===== config.mk =====
export PLATFORM = sky130hd
export DESIGN_NAME = rcc_eth_clk_switch_seq
export DESIGN_NICKNAME = d
export VERILOG_FILES = /design/src/rtl/rcc_eth_pkg.sv /design/src/rtl/rcc_eth_clk_switch_seq.sv
export SDC_FILE = /design/constraint.sdc
export NUM_CORES = 1
export LEC_CHECK = 0
export CAP_MARGIN = 20
export CORE_ASPECT_RATIO = 0.7
export CORE_UTILIZATION = 40
export DETAILED_ROUTE_END_ITERATION = 12
export PLACE_DENSITY = 0.57
export SYNTH_ARGS = -nofsm -noshare
export SYNTH_HDL_FRONTEND = slang
export SYNTH_SLANG_ARGS = --single-unit

===== constraint.sdc =====
create_clock -name clk -period 5.35 [get_ports clk]
set_input_delay 1.3375 -clock clk [delete_from_list [all_inputs] [get_ports clk]]
set_output_delay 1.3375 -clock clk [all_outputs]
set_load 0.02 [all_outputs]

===== src/rtl/rcc_eth_pkg.sv =====
// Shared definitions for the ETH kernel clock switch sequencer:
// FSM state encoding, default wait lengths and counter width.
package rcc_eth_pkg;

    localparam int unsigned GATE_WAIT_DEF   = 4;
    localparam int unsigned SETTLE_WAIT_DEF = 48;
    localparam int unsigned CNT_W           = 8;

    typedef enum logic [2:0] {
        ST_IDLE     = 3'd0,
        ST_GATE_OFF = 3'd1,
        ST_SWITCH   = 3'd2,
        ST_SETTLE   = 3'd3,
        ST_GATE_ON  = 3'd4
    } state_t;

    // States during which the kernel clock gates are held inactive.
    function automatic logic state_gates_off(input state_t st);
        return (st == ST_GATE_OFF) || (st == ST_SWITCH) || (st == ST_SETTLE);
    endfunction

endpackage


===== src/rtl/rcc_eth_clk_switch_seq.sv =====
// ETH kernel clock source switch sequencer: gates the kernel clocks,
// waits, changes the MII/RMII and speed selects, waits for the divider
// outputs to settle, then ungates. All outputs are registered.
module rcc_eth_clk_switch_seq
    import rcc_eth_pkg::*;
#(
    parameter int unsigned GATE_WAIT   = GATE_WAIT_DEF,
    parameter int unsigned SETTLE_WAIT = SETTLE_WAIT_DEF
) (
    input  logic clk,
    input  logic rst,
    input  logic req_epis_2,
    input  logic req_fes,
    input  logic test_mode,
    output logic sel_epis_2,
    output logic sel_fes,
    output logic gate_force_off,
    output logic busy,
    output logic switch_done
);

    // Counter reload values; the counter expires at zero, so a load of
    // N-1 yields exactly N cycles in the waiting state.
    localparam logic [CNT_W-1:0] GATE_LOAD   = CNT_W'(GATE_WAIT - 1);
    localparam logic [CNT_W-1:0] SETTLE_LOAD = CNT_W'(SETTLE_WAIT - 1);

    state_t             r_state;
    state_t             w_state_next;
    logic [CNT_W-1:0]   r_cnt;
    logic [CNT_W-1:0]   w_cnt_next;
    logic               r_tgt_epis_2;
    logic               w_tgt_epis_2_next;
    logic               r_tgt_fes;
    logic               w_tgt_fes_next;
    logic               r_sel_epis_2;
    logic               w_sel_epis_2_next;
    logic               r_sel_fes;
    logic               w_sel_fes_next;
    logic               r_gate;
    logic               w_gate_next;
    logic               r_busy;
    logic               w_busy_next;
    logic               r_done;
    logic               w_done_next;

    // Next-state, counter and next-output decode; outputs are derived from
    // the next state so that they are valid in the same cycle as the state.
    always_comb begin
        w_state_next      = r_state;
        w_cnt_next        = r_cnt;
        w_tgt_epis_2_next = r_tgt_epis_2;
        w_tgt_fes_next    = r_tgt_fes;
        w_sel_epis_2_next = r_sel_epis_2;
        w_sel_fes_next    = r_sel_fes;
        w_done_next       = 1'b0;

        if (test_mode) begin
            // DFT bypass: selects track the requests directly, sequencer parked.
            w_state_next      = ST_IDLE;
            w_cnt_next        = '0;
            w_sel_epis_2_next = req_epis_2;
            w_sel_fes_next    = req_fes;
        end else begin
            case (r_state)
                ST_IDLE: begin
                    if ({req_epis_2, req_fes} != {r_sel_epis_2, r_sel_fes}) begin
                        w_tgt_epis_2_next = req_epis_2;
                        w_tgt_fes_next    = req_fes;
                        w_cnt_next        = GATE_LOAD;
                        w_state_next      = ST_GATE_OFF;
                    end
                end
                ST_GATE_OFF: begin
                    if (r_cnt == '0) begin
                        w_state_next = ST_SWITCH;
                    end else begin
                        w_cnt_next = r_cnt - 1'b1;
                    end
                end
                ST_SWITCH: begin
                    w_sel_epis_2_next = r_tgt_epis_2;
                    w_sel_fes_next    = r_tgt_fes;
                    w_cnt_next        = SETTLE_LOAD;
                    w_state_next      = ST_SETTLE;
                end
                ST_SETTLE: begin
                    if (r_cnt == '0) begin
                        w_state_next = ST_GATE_ON;
                    end else begin
                        w_cnt_next = r_cnt - 1'b1;
                    end
                end
                ST_GATE_ON: begin
                    w_done_next  = 1'b1;
                    w_state_next = ST_IDLE;
                end
                default: begin
                    w_state_next = ST_IDLE;
                end
            endcase
        end

        w_gate_next = state_gates_off(w_state_next);
        w_busy_next = (w_state_next != ST_IDLE);
    end

    // State, counter, latched target and registered outputs.
    always_ff @(posedge clk or posedge rst) begin
        if (rst) begin
            r_state      <= ST_IDLE;
            r_cnt        <= '0;
            r_tgt_epis_2 <= 1'b0;
            r_tgt_fes    <= 1'b0;
            r_sel_epis_2 <= 1'b0;
            r_sel_fes    <= 1'b0;
            r_gate       <= 1'b0;
            r_busy       <= 1'b0;
            r_done       <= 1'b0;
        end else begin
            r_state      <= w_state_next;
            r_cnt        <= w_cnt_next;
            r_tgt_epis_2 <= w_tgt_epis_2_next;
            r_tgt_fes    <= w_tgt_fes_next;
            r_sel_epis_2 <= w_sel_epis_2_next;
            r_sel_fes    <= w_sel_fes_next;
            r_gate       <= w_gate_next;
            r_busy       <= w_busy_next;
            r_done       <= w_done_next;
        end
    end

    assign sel_epis_2     = r_sel_epis_2;
    assign sel_fes        = r_sel_fes;
    assign gate_force_off = r_gate;
    assign busy           = r_busy;
    assign switch_done    = r_done;

endmodule


# Yosys cells after proc, flatten, opt, wreduce, memory -nomap -nowiden
# Cells that the tools add are included.
[op_classes]
n_bitwise = 1
add_sub_neg = 1
mux = 15
eq_ne = 10
n_reduce_logical = 10
[op_table]
columns = ["operator", "n"]
rows = [
  ["2-to-1 mux 8 bit", 3],
  ["one-hot mux 8 bit (3 select lines)", 1],
  ["== test 3 x 2 -> 1 bit (second input constant)", 4],
  ["2-to-1 mux 3 bit", 4],
  ["one-hot mux 3 bit (4 select lines)", 1],
  ["logical NOT 8 bit", 1],
  ["subtractor 8 x 1 -> 8 bit (second input constant)", 1],
  ["== test 3 x 1 -> 1 bit (second input constant)", 2],
  ["2-to-1 mux 1 bit", 6],
  ["!= test 3 bit (second input constant)", 2],
  ["AND reduction 3 bit", 2],
  ["nonzero test 4 bit", 1],
  ["== test 3 bit (second input constant)", 1],
  ["logical NOT 3 bit", 1],
  ["nonzero test 3 bit", 1],
  ["logical OR 1 bit", 2],
  ["!= test 2 bit", 1],
  ["nonzero test 2 bit", 1],
  ["OR reduction 2 bit", 1],
  ["NOT 1 bit", 1],
]
[word_totals]
elab_cells = 46
ff_bits = 18
inputBits = 5
out_inout_bits = 5

# Logic depth before layout (Yosys ltp)
[depth]
ltp_word = 7
ltp_mapped = 6
depth_no_buf = 6

# Worst setup path before layout
# OpenSTA, ideal clock, no wires.
[synth_path]
path_kind = "input -> register"
startpoint = "input port req_fes"
endpoint = "register r_cnt[4]"
arrival_ns = 2.393
required_time_ns = 5.272
setup_ns = 0.078
n_path_buf = 1
stages = 5
path_slack_ns = 2.879
path_cell_list = "xnor2_1 -> and3_4 -> buf_6 -> or4_1 -> a21oi_1"
[synth_via]
elab_chain_len = 3
[synth_lines]
columns = ["item", "line_no", "text"]
rows = [
  ["from (decl)", "rcc_eth_clk_switch_seq.sv:13", "input logic req_fes,"],
  ["!= test 2 bit", "rcc_eth_clk_switch_seq.sv:66", "if ({req_epis_2, req_fes} != {r_sel_epis_2, r_sel_fes}) begin"],
  ["!= test 3 bit (no line)", "-", ""],
  ["AND reduction 3 bit (no line)", "-", ""],
  ["to (signal assigned)", "rcc_eth_clk_switch_seq.sv:121", "r_cnt <= w_cnt_next;"],
  ["to (decl)", "rcc_eth_clk_switch_seq.sv:29", "logic [CNT_W-1:0] r_cnt;"],
]
# No other way between the ends.
# A chain may end at the register's enable or synchronous reset.

# Final worst setup path
[layout_path]
startpoint = "register r_sel_epis_2 (netlist: sel_epis_2)"
endpoint = "output port sel_epis_2"
[layout_lines]
columns = ["item", "line_no", "text"]
rows = [
  ["from (decl)", "rcc_eth_clk_switch_seq.sv:35", "logic r_sel_epis_2;"],
  ["from (signal assigned)", "rcc_eth_clk_switch_seq.sv:124", "r_sel_epis_2 <= w_sel_epis_2_next;"],
  ["to (decl)", "rcc_eth_clk_switch_seq.sv:15", "output logic sel_epis_2,"],
]
# No word-level cell between the ends.

==> impl_metrics.py <==
metrics = {
    "outcome": {
        "status": "finished clean",
    },
    "clock_network": {
        "cts_tree": "done",
        "cts_sinks": 18,
        "clkLatencyLatePin_ns": 0.30,
        "hold_buffers": 0,
        "cts_max_path_buffers": 2,
        "cts_max_level": 1,
        "postCtsSetupRepairBufs": 0,
        "clk_root_buffer_cell": "clkbuf_4",
        "post_cts_resized": 0,
        "clkSlewWorstSetupHoldPaths_ns": 0.10,
        "numCtsBuffers": 3,
    },
    "sta": {
        "fmax_ghz": 0.373,
        "fin_crit_ns": 2.68,
        "rsz0062_at_grt": "false",
        "hold_viol": 0,
        "min_period_over_period_pct": 50.2,
        "slew_viol_final": 0,
        "setup_viol": 0,
        "fin_tns_setup_ns": 0,
        "relSlewSlack_pct": 54.1,
        "tightest_slew_ns": 0.687,
        "finClkSkew_ns": 0.00325,
    },
    "synthesis": {
        "ys_warn_count": 0,
        "syn_area_sq_um": 985,
        "synth_top_area_cell": "dfrtp_1",
        "ys_ff_latch": 18,
        "yosysUniqueCellTypes": 36,
        "async_flop_share_pct": 100,
        "synth_top_cell_area_share_pct": 45.7,
        "seq_area_frac_synth_pct": 45.7,
        "avgSynthCellArea_sq_um": 9.85,
        "synth_fp_nets": 106,
        "synth_ff_type": "dfrtp_1",
        "synth_edf_count": 0,
        "synthTopCellsByCount": "dfrtp_1, inv_1, nand3_1, a21oi_1, o31ai_1",
        "postSynthCellCount": 100,
        "yosys-top-cells-area": "dfrtp_1, o31ai_1, nand3_1, a21oi_1, inv_1",
        "yosysMostFrequentCell": "dfrtp_1",
    },
    "detailed_routing": {
        "vias": 775,
        "route.detailed.drc": 0,
        "viasPerCell": 5.58,
        "route.detailed.wl_per_inst_um": 14.9,
        "dr.first_iter.drc_count": 40,
        "routed_wl_um": 2070,
        "ant_nets": 0,
        "dr.pass1.iters": 4,
    },
    "min_path": {
        "hp-class": "reg -> reg",
        "hold_end": "r_tgt_epis_2$_DFFE_PP0P_",
        "min_from": "r_tgt_epis_2$_DFFE_PP0P_",
        "whs_path_depth": 1,
    },
    "critical_path": {
        "cpPeakStageDelay_ns": 0.63,
        "startpoint_type": "register",
        "crit_buf_inv": 1,
        "r2r_slack_ns": 3.25,
        "cp.arrival_ns": 1.35,
        "crit_chain": "clkdlybuf4s50_1",
        "cp_top_family": "buffers and inverters",
        "cpMaxStageDelayCell": "clkdlybuf4s50_1",
        "r2r-start": "r_cnt[0]$_DFFE_PP0P_",
        "crit_type": "reg -> out",
        "r2r-end": "r_cnt[7]$_DFFE_PP0P_",
        "worstPathRequired_ns": 4.01,
        "r2r_cells": 6,
        "cp-end-kind": "primary output",
        "crit_fanout": 3,
    },
    "global_route": {
        "grt_use_total_pct": 19.2,
        "grt_overflow_total": 0,
        "grt_pass1_wl_um": 3590,
        "grt_pass1_vias": 759,
        "antenna_found_initial": 0,
        "grt_max_degree": 19,
    },
    "floorplan": {
        "die-area_sq_um": 2670,
        "ioPinCount": 10,
        "die_w_um": 61.3,
        "die_y_um": 43.5,
        "initial_core_util_pct": 43.9,
        "core_sq_um": 2240,
        "std_cell_rows": 14,
    },
    "layout": {
        "drive_gt1_share_pct": 13.1,
        "layout.nets": 114,
        "design_area_sq_um": 1120,
        "area_growth_syn_to_layout_pct": 13.7,
        "diodes": 0,
    },
    "pwr": {
        "power_density_nw_per_um2": 574,
        "peakVddDrop_mv": 0.253,
        "p_leak_uw": 0.000507,
    },
    "job": {
        "drv_cap": 0,
    },
    "place": {
        "dp_hpwl_um": 1500,
        "placedInstanceArea_sq_um": 1080,
        "io_buffers": 9,
        "place.gp.congestion": 0.780,
    },
}
==> layout make-up <==
| class | count | area, sq um |
|---|---|---|
| timing repair buffer | 9 | 90.1 |
| tap | 32 | 40.0 |
| fill | 228 | 1120 |
| sequential | 18 | 450 |
| clock buffer | 4 | 36.3 |
| inverter | 7 | 26.3 |
| multi-input combinational | 69 | 477 |
==> per-layer routing <==
layer | global-route usage [%] | vias up | share of wire, %
met5 | 0 | - | 0
met4 | 5.91 | 0 | 1.4
met3 | 6.27 | 4 | 4.7
met2 | 28.0 | 18 | 41
met1 | 27.1 | 373 | 53
li1 | - | 380 | -
==> power by group <==
| group | leakage, uW | switching, uW | total, uW | internal (uW) |
|---|---|---|---|---|
| registers | 0.000232 | 47.7 | 230 | 182 |
| logic | 0.000254 | 182 | 327 | 146 |
| clock network | 0.0000210 | 44.6 | 86.2 | 41.6 |
==> sequential cells by signal, summed over array words and instances, names as in the netlist <==
signal and cells:
r_tgt_epis_2 1, r_state 3, busy 1, r_cnt 8, r_tgt_fes 1, sel_epis_2 1
sel_fes 1, gate_force_off 1, switch_done 1
==> worst max-delay path by stage <==
| stage | endpoint | from | depth (start not counted) | slack, ns |
|---|---|---|---|---|
| 2_1_floorplan | r_cnt[4]$_DFFE_PP0P_ | req_fes | 5 | 2.88 |
| 3_3_place_gp | r_cnt[6]$_DFFE_PP0P_ | req_epis_2 | 5 | 2.45 |
| 3_5_place_dp | r_cnt[6]$_DFFE_PP0P_ | req_epis_2 | 5 | 2.42 |
| 4_1_cts | sel_epis_2 | sel_epis_2$_DFFE_PP0P_ | 1 | 2.67 |
| 5_1_grt | sel_epis_2 | sel_epis_2$_DFFE_PP0P_ | 1 | 2.61 |
| 6_report | sel_epis_2 | sel_epis_2$_DFFE_PP0P_ | 1 | 2.67 |
==> kinds of logic (layout without fill, tap and decap cells) <==
| logic type | count (synthesis) | after routing | share of synthesized area [%] |
|---|---|---|---|
| buf+inv | 13 | 20 | 5.84 |
| fa+ha+maj | 1 | 1 | 1.27 |
| compound gates | 25 | 25 | 17.9 |
| xor+xnor | 3 | 3 | 2.67 |
| mux | 4 | 4 | 4.32 |
| flops | 18 | 18 | 45.7 |
| simple gates | 36 | 36 | 22.2 |
==> placed cells by master, fill, tap and decap left out, types with 2 or more instances in the layout <==
cell type / instances
and3_1: 2
a211oi_1: 2
or4_1: 2
xnor2_1: 2
mux2_2: 2
mux2i_1: 2
a21oi_1: 6
nor2_1: 5
nand2_1: 4
clkdlybuf4s50_1: 9
nor3_1: 5
nand2b_1: 2
clkbuf_4: 3
inv_1: 7
nand3_1: 7
dfrtp_1: 18
o31ai_1: 6
o21ai_0: 4
a31o_2: 2
==> through the flow <==
stage	hold WS [ns]	cells	power, uW	setup WS [ns]	util [%]
2_1_floorplan	0.479	100	486	2.88	-
3_3_place_gp	0.486	135	550	2.45	48.3
3_5_place_dp	0.503	135	555	2.42	48.3
4_1_cts	0.526	139	642	2.67	49.9
5_1_grt	0.545	139	694	2.61	49.9
6_report	0.524	139	643	2.67	49.9
Note: power is estimated with default switching activity, not from simulation.
